### config.mk
export PLATFORM = sky130hd
export DESIGN_NAME = conv_8x32_shift_add_mac
export DESIGN_NICKNAME = d
export VERILOG_FILES = /design/src/rtl/conv_8x32_shift_add_mac.sv
export SDC_FILE = /design/constraint.sdc
export NUM_CORES = 1
export LEC_CHECK = 0
export CELL_PAD_IN_SITES_DETAIL_PLACEMENT = 0
export CELL_PAD_IN_SITES_GLOBAL_PLACEMENT = 2
export CORE_MARGIN = 1.5
export CORE_UTILIZATION = 33
export CTS_CLUSTER_SIZE = 24
export DETAILED_ROUTE_END_ITERATION = 8
export GPL_TIMING_DRIVEN = 0
export PLACE_DENSITY_LB_ADDON = 0.15
export REMOVE_ABC_BUFFERS = 1
export SYNTH_ARGS = -nofsm -noshare
export SYNTH_HDL_FRONTEND = slang
export SYNTH_SLANG_ARGS = --single-unit
export TNS_END_PERCENT = 100
### constraint.sdc
create_clock -name clk -period 3.5 [get_ports clk]
set_input_delay 0.7 -clock clk [delete_from_list [all_inputs] [get_ports clk]]
set_output_delay 0.7 -clock clk [all_outputs]
set_load 0.1 [all_outputs]
### src/rtl/conv_8x32_shift_add_mac.sv
// Sequential shift-and-add multiplier feeding a wrapping convolution accumulator.
// One product per start: DATA_WIDTH MULT iterations, then one ACC cycle.
module conv_8x32_shift_add_mac #(
  parameter int DATA_WIDTH = 8,
  parameter int ACC_WIDTH  = 24
) (
  input  logic                    clk,
  input  logic                    rst,
  input  logic                    start_i,
  input  logic                    clear_i,
  input  logic [DATA_WIDTH-1:0]   a_in,
  input  logic [DATA_WIDTH-1:0]   b_in,
  output logic                    busy_o,
  output logic                    done_o,
  output logic [2*DATA_WIDTH-1:0] product_o,
  output logic [ACC_WIDTH-1:0]    acc_o
);

  localparam int PW    = 2 * DATA_WIDTH;
  localparam int CNT_W = (DATA_WIDTH > 1) ? $clog2(DATA_WIDTH) : 1;
  localparam logic [CNT_W-1:0] LAST_CNT = CNT_W'(DATA_WIDTH - 1);

  typedef enum logic [1:0] {
    S_IDLE,
    S_MULT,
    S_ACC
  } state_t;

  state_t                  state_q, state_d;
  logic [DATA_WIDTH-1:0]   a_q, a_d;
  logic [DATA_WIDTH-1:0]   b_q, b_d;
  logic [CNT_W-1:0]        count_q, count_d;
  logic [PW-1:0]           product_q, product_d;
  logic [ACC_WIDTH-1:0]    acc_q, acc_d;
  logic                    done_q, done_d;

  logic [DATA_WIDTH-1:0]   partial;
  logic [ACC_WIDTH-1:0]    product_ext;

  assign partial     = a_q & {DATA_WIDTH{b_q[0]}};
  assign product_ext = {{(ACC_WIDTH - PW){1'b0}}, product_q};

  always_comb begin
    // NOTE: every next-state signal gets its hold value first so no path leaves it unassigned (no latches).
    state_d   = state_q;
    a_d       = a_q;
    b_d       = b_q;
    count_d   = count_q;
    product_d = product_q;
    acc_d     = acc_q;
    done_d    = 1'b0;

    unique case (state_q)
      S_IDLE: begin
        if (clear_i) acc_d = '0;
        if (start_i) begin
          a_d       = a_in;
          b_d       = b_in;
          product_d = '0;
          count_d   = '0;
          state_d   = S_MULT;
        end
      end
      S_MULT: begin
        if (clear_i) acc_d = '0;
        product_d = product_q + (PW'(partial) << count_q);
        b_d       = b_q >> 1;
        count_d   = count_q + CNT_W'(1);
        if (count_q == LAST_CNT) state_d = S_ACC;
      end
      S_ACC: begin
        // A clear here restarts the sum with the product just finished.
        acc_d   = clear_i ? product_ext : acc_q + product_ext;
        done_d  = 1'b1;
        state_d = S_IDLE;
      end
      default: state_d = S_IDLE;
    endcase
  end

  // NOTE: sequential state uses non-blocking assignments so all registers update together at the edge.
  always_ff @(posedge clk or posedge rst) begin
    if (rst) begin
      state_q   <= S_IDLE;
      a_q       <= '0;
      b_q       <= '0;
      count_q   <= '0;
      product_q <= '0;
      acc_q     <= '0;
      done_q    <= 1'b0;
    end else begin
      state_q   <= state_d;
      a_q       <= a_d;
      b_q       <= b_d;
      count_q   <= count_d;
      product_q <= product_d;
      acc_q     <= acc_d;
      done_q    <= done_d;
    end
  end

  assign busy_o    = (state_q != S_IDLE);
  assign done_o    = done_q;
  assign product_o = product_q;
  assign acc_o     = acc_q;

endmodule

==> metrics.txt <==
# TYPE chip_impl_metric gauge
chip_impl_metric{name="tightestPinTransition",unit="ps"} 1309
chip_impl_info{name="path_class",value="reg2reg"} 1
chip_impl_metric{name="finClkSkew",unit="ps"} 6.342
chip_impl_metric{name="synth-async-reset-ratio",unit="%"} 100.0
chip_impl_metric{name="first_global_vias",unit=""} 3749
chip_impl_metric{name="cts_resized",unit=""} 0
chip_impl_metric{name="clkLatencyLatePin",unit="ps"} 350
chip_impl_metric{name="pre_cts_ws",unit="ps"} -17.64
chip_impl_info{name="rsz0062_at_grt",value="false"} 1
chip_impl_info{name="critical-path-top-delay-family",value="compound AO/OA/AOI/OAI gates"} 1
chip_impl_metric{name="die_h",unit="um"} 118
chip_impl_metric{name="grt_first_pass_wirelength",unit="um"} 19260
chip_impl_info{name="post-synth-top-count-cell",value="sky130_fd_sc_hd__dfrtp_1"} 1
chip_impl_metric{name="finalNonFillerCells",unit=""} 735
chip_impl_metric{name="port_buffers",unit=""} 61
chip_impl_metric{name="maxClockFrequency",unit="MHz"} 313.9
chip_impl_info{name="cp-end-kind",value="flop"} 1
chip_impl_metric{name="synth_cell_types",unit=""} 54
chip_impl_metric{name="synth-edff-count",unit=""} 0
chip_impl_info{name="yosys-top-cells-area",value="sky130_fd_sc_hd__dfrtp_1 (36%), sky130_fd_sc_hd__ha_1 (9.7%), sky130_fd_sc_hd__o21ai_0 (5.6%), sky130_fd_sc_hd__a21oi_1 (4.8%), sky130_fd_sc_hd__nand2_1 (4.7%)"} 1
chip_impl_metric{name="power.static_leakage",unit="nW"} 2.336
chip_impl_metric{name="pwr_density_cell",unit="nW/um^2"} 958.8
chip_impl_info{name="yosys-top-cells-count",value="sky130_fd_sc_hd__dfrtp_1 (62), sky130_fd_sc_hd__nand2_1 (55), sky130_fd_sc_hd__o21ai_0 (49)"} 1
chip_impl_metric{name="power.internal",unit="mW"} 2.562
chip_impl_metric{name="fraction_of_final_layout_cells_with_drive_strength_greater_than_1",unit="%"} 7.105
chip_impl_metric{name="synth.top_cell.area_share",unit="%"} 35.55
chip_impl_metric{name="die_area",unit="um^2"} 13920
chip_impl_metric{name="nets",unit=""} 615
chip_impl_metric{name="dieWidth",unit="um"} 118
chip_impl_info{name="outcome",value="finished clean"} 1
chip_impl_metric{name="gr-usage-met1",unit="%"} 21.37
chip_impl_metric{name="seqCellArea",unit="um^2"} 1554
chip_impl_metric{name="crit_buf_inv",unit=""} 0
chip_impl_metric{name="h-tree-depth",unit=""} 3
chip_impl_metric{name="globalRouteMet2Util",unit="%"} 30.34
chip_impl_metric{name="grt.met3_usage",unit="%"} 2.665
chip_impl_info{name="postSynth.topFlopCell",value="sky130_fd_sc_hd__dfrtp_1"} 1
chip_impl_metric{name="drc",unit=""} 0
chip_impl_metric{name="hold_violations",unit=""} 0
chip_impl_metric{name="proportion_of_power_drawn_by_the_clock_network",unit="%"} 17.0
chip_impl_metric{name="via_count",unit=""} 3800
chip_impl_metric{name="final-setup-viol-count",unit=""} 0
chip_impl_metric{name="grt_start_max_net_pins",unit=""} 40
chip_impl_info{name="cp_cell_sequence",value="mux2_2 > nand2_1 > o22a_1 > o22ai_1 > ha_1 > a21oi_1 > a311oi_2 > a2111oi_2 > o31ai_1 > xnor2_1 > o21ai_0"} 1
chip_impl_metric{name="ant_nets",unit=""} 0
chip_impl_metric{name="max_buffers_root_to_sink",unit=""} 2
chip_impl_metric{name="worst_path_largest_cell_delay",unit="ps"} 550
chip_impl_info{name="hp-start",value="b_q[3]"} 1
chip_impl_metric{name="synthesis.instances",unit=""} 506
chip_impl_metric{name="wirelength",unit="um"} 11600
chip_impl_metric{name="grt_antenna_before_repair",unit=""} 0
chip_impl_metric{name="ys_ff_latch",unit=""} 62
chip_impl_metric{name="vdd_drop_max",unit="uV"} 417.1
chip_impl_info{name="cts_root_buf",value="sky130_fd_sc_hd__clkbuf_16"} 1
chip_impl_metric{name="summed_instance_area_of_the_synthesized_netlist",unit="um^2"} 4364
chip_impl_info{name="globalRoute.busiestLayer",value="met2"} 1
chip_impl_metric{name="total_power",unit="mW"} 5.205
chip_impl_info{name="synth_top_cell_by_area",value="sky130_fd_sc_hd__dfrtp_1"} 1
chip_impl_metric{name="cts_setup_buffers",unit=""} 0
chip_impl_info{name="tritoncts",value="yes"} 1
chip_impl_info{name="worstSetupStartpointType",value="flop"} 1
chip_impl_metric{name="detail_route.wl_per_cell",unit="um"} 15.78
chip_impl_metric{name="areaGrowthSynthToFinish",unit="%"} 24.40
chip_impl_metric{name="core_region_area",unit="um^2"} 12770
chip_impl_metric{name="max-cap-violations",unit=""} 0
chip_impl_metric{name="floorplan.rows",unit=""} 41
chip_impl_metric{name="dp.cells",unit=""} 720
chip_impl_metric{name="postSynthAreaPerCell",unit="um^2"} 8.625
chip_impl_metric{name="critPathRequiredTime",unit="ps"} 3670
chip_impl_metric{name="ys_seq_area_share",unit="%"} 35.55
chip_impl_metric{name="hpwlAfterDp",unit="um"} 8451
chip_impl_metric{name="cts_buffers",unit=""} 9
chip_impl_metric{name="average_via_count_per_standard_cell",unit=""} 5.170
chip_impl_metric{name="initial_core_util",unit="%"} 34.17
chip_impl_metric{name="critical_path_arrival",unit="ps"} 3350
chip_impl_metric{name="antenna_cells",unit=""} 0
chip_impl_metric{name="combPwrFrac",unit="%"} 57.7
chip_impl_info{name="crit_path_start",value="count_q[0]"} 1
chip_impl_metric{name="power.net_switching",unit="mW"} 2.643
chip_impl_metric{name="nFillCells",unit=""} 1265
chip_impl_metric{name="fin_crit",unit="ps"} 3185
chip_impl_metric{name="groute.usage.overall",unit="%"} 17.52
chip_impl_metric{name="clk_pin_slew",unit="ps"} 50
chip_impl_metric{name="drtIter0Drc",unit=""} 170
chip_impl_metric{name="synth.yosys.warnings",unit=""} 0
chip_impl_metric{name="p_sw_share",unit="%"} 50.78
chip_impl_metric{name="timing.final.crit_share",unit="%"} 91.01
chip_impl_metric{name="io-pin-count",unit=""} 62
chip_impl_metric{name="globalplace.congestion",unit=""} 0.8740
chip_impl_info{name="reg2reg_from",value="count_q[0]"} 1
chip_impl_metric{name="globalRouteOverflowTotal",unit=""} 0
chip_impl_metric{name="cts.hold.buffers_added",unit=""} 0
chip_impl_metric{name="relSlewSlack",unit="%"} 12.74
chip_impl_metric{name="seq_power_share",unit="%"} 25.3
chip_impl_metric{name="firstDrtPassIters",unit=""} 4
chip_impl_metric{name="multi_input_area",unit="um^2"} 2674
chip_impl_metric{name="timing.final.max_slew_violations",unit=""} 0
chip_impl_info{name="critical-path-slowest-cell",value="sky130_fd_sc_hd__dfrtp_2"} 1
chip_impl_metric{name="timing.critical_path.fanout_max",unit=""} 17
chip_impl_metric{name="fin_hold_ws",unit="ps"} 499.0
chip_impl_metric{name="layout_setup_ws",unit="ps"} 314.7
chip_impl_metric{name="cts.sink_count",unit=""} 62
chip_impl_info{name="holdCritPathClass",value="reg2reg"} 1
kinds of logic after synthesis:
family / after synthesis / share of synthesized area [%]
compound gates: 155 / 22.05
mux: 20 / 5.218
flops: 62 / 35.55
xor+xnor: 28 / 5.619
simple gates: 167 / 17.57
buf+inv: 38 / 3.326
fa+ha+maj: 36 / 10.67
power groups by stage:
stage | sequential, mW | clock, mW | combinational (mW)
after global placement | 1.32 | 0 | 2.98
after global routing | 1.37 | 0.934 | 3.32
after detailed placement | 1.33 | 0 | 3.00
after CTS | 1.32 | 0.911 | 3.01
after floorplan | 1.87 | 0 | 1.72
final | 1.31 | 0.886 | 3.00
registers in the layout, summed over array words and instances, names as in the netlist:
register   count
acc_o         24
done_o         1
b_q            8
count_q        3
product_o     16
a_q            8
state_q        2
cell usage in the layout, fill, tap and decap left out, types with 4 or more instances in the layout:
master,Yosys,routed
sky130_fd_sc_hd__clkdlybuf4s50_1,0,61
sky130_fd_sc_hd__dfrtp_1,62,60
sky130_fd_sc_hd__nand2_1,55,55
sky130_fd_sc_hd__o21ai_0,49,49
sky130_fd_sc_hd__nor2_1,43,43
sky130_fd_sc_hd__a21oi_1,42,42
sky130_fd_sc_hd__ha_1,34,34
sky130_fd_sc_hd__nand3_1,33,33
sky130_fd_sc_hd__xor2_1,16,16
sky130_fd_sc_hd__inv_1,16,15
sky130_fd_sc_hd__o22ai_1,14,14
sky130_fd_sc_hd__xnor2_1,12,12
sky130_fd_sc_hd__mux2_2,12,12
sky130_fd_sc_hd__a21o_1,9,9
sky130_fd_sc_hd__clkbuf_16,0,9
sky130_fd_sc_hd__mux2i_1,7,7
sky130_fd_sc_hd__nor2b_1,5,5
sky130_fd_sc_hd__and3_1,5,5
sky130_fd_sc_hd__o211ai_1,5,5
sky130_fd_sc_hd__nand2b_1,5,5
sky130_fd_sc_hd__a211oi_1,4,4
sky130_fd_sc_hd__nand4_1,4,4
sky130_fd_sc_hd__or4_1,4,4
sky130_fd_sc_hd__clkbuf_8,0,4
stage by stage:
| stage | area (um^2) | TNS, ps | utilization [%] |
|---|---|---|---|
| detailed placement | 5132 | -17.64 | 40.18 |
| CTS | 5420 | 0 | 42.43 |
| floorplan | 4287 | 0 | - |
| global route | 5429 | 0 | 42.50 |
| global placement | 5112 | -141.6 | 40.02 |
| finish | 5429 | 0 | 42.50 |
final timing paths:
check	end	slack, ps	cells past startpoint
setup / recovery	product_o[13]	310	11
hold / removal	b_q[3]	500	2
setup reg to reg	product_o[13]	310	11
hold reg to reg	b_q[3]	500	2
max in group asynchronous	acc_o[14]	1990	3
min in group asynchronous	acc_o[0]	880	2
final cells by class:
class / count / share of cell area [%]
sequential: 62 / 28.62
multi-input combinational: 406 / 49.25
tap: 172 / 3.964
clock buffer: 15 / 5.301
inverter: 18 / 1.245
timing repair buffer: 62 / 11.62
tightest hold or removal path: cells and delay by family, from the launching register on:
| kind | cells | cell delay, ps |
|---|---|---|
| simple gates | 2 | 120 |
| flops | 1 | 340 |
per-layer routing:
metal  up-vias  share of wire [%]
met5         -                  0
met3        17                2.3
met2        52                 48
met4         0                2.2
li1       1944                  -
met1      1787                 47
Power figures use the tool's default switching activity.
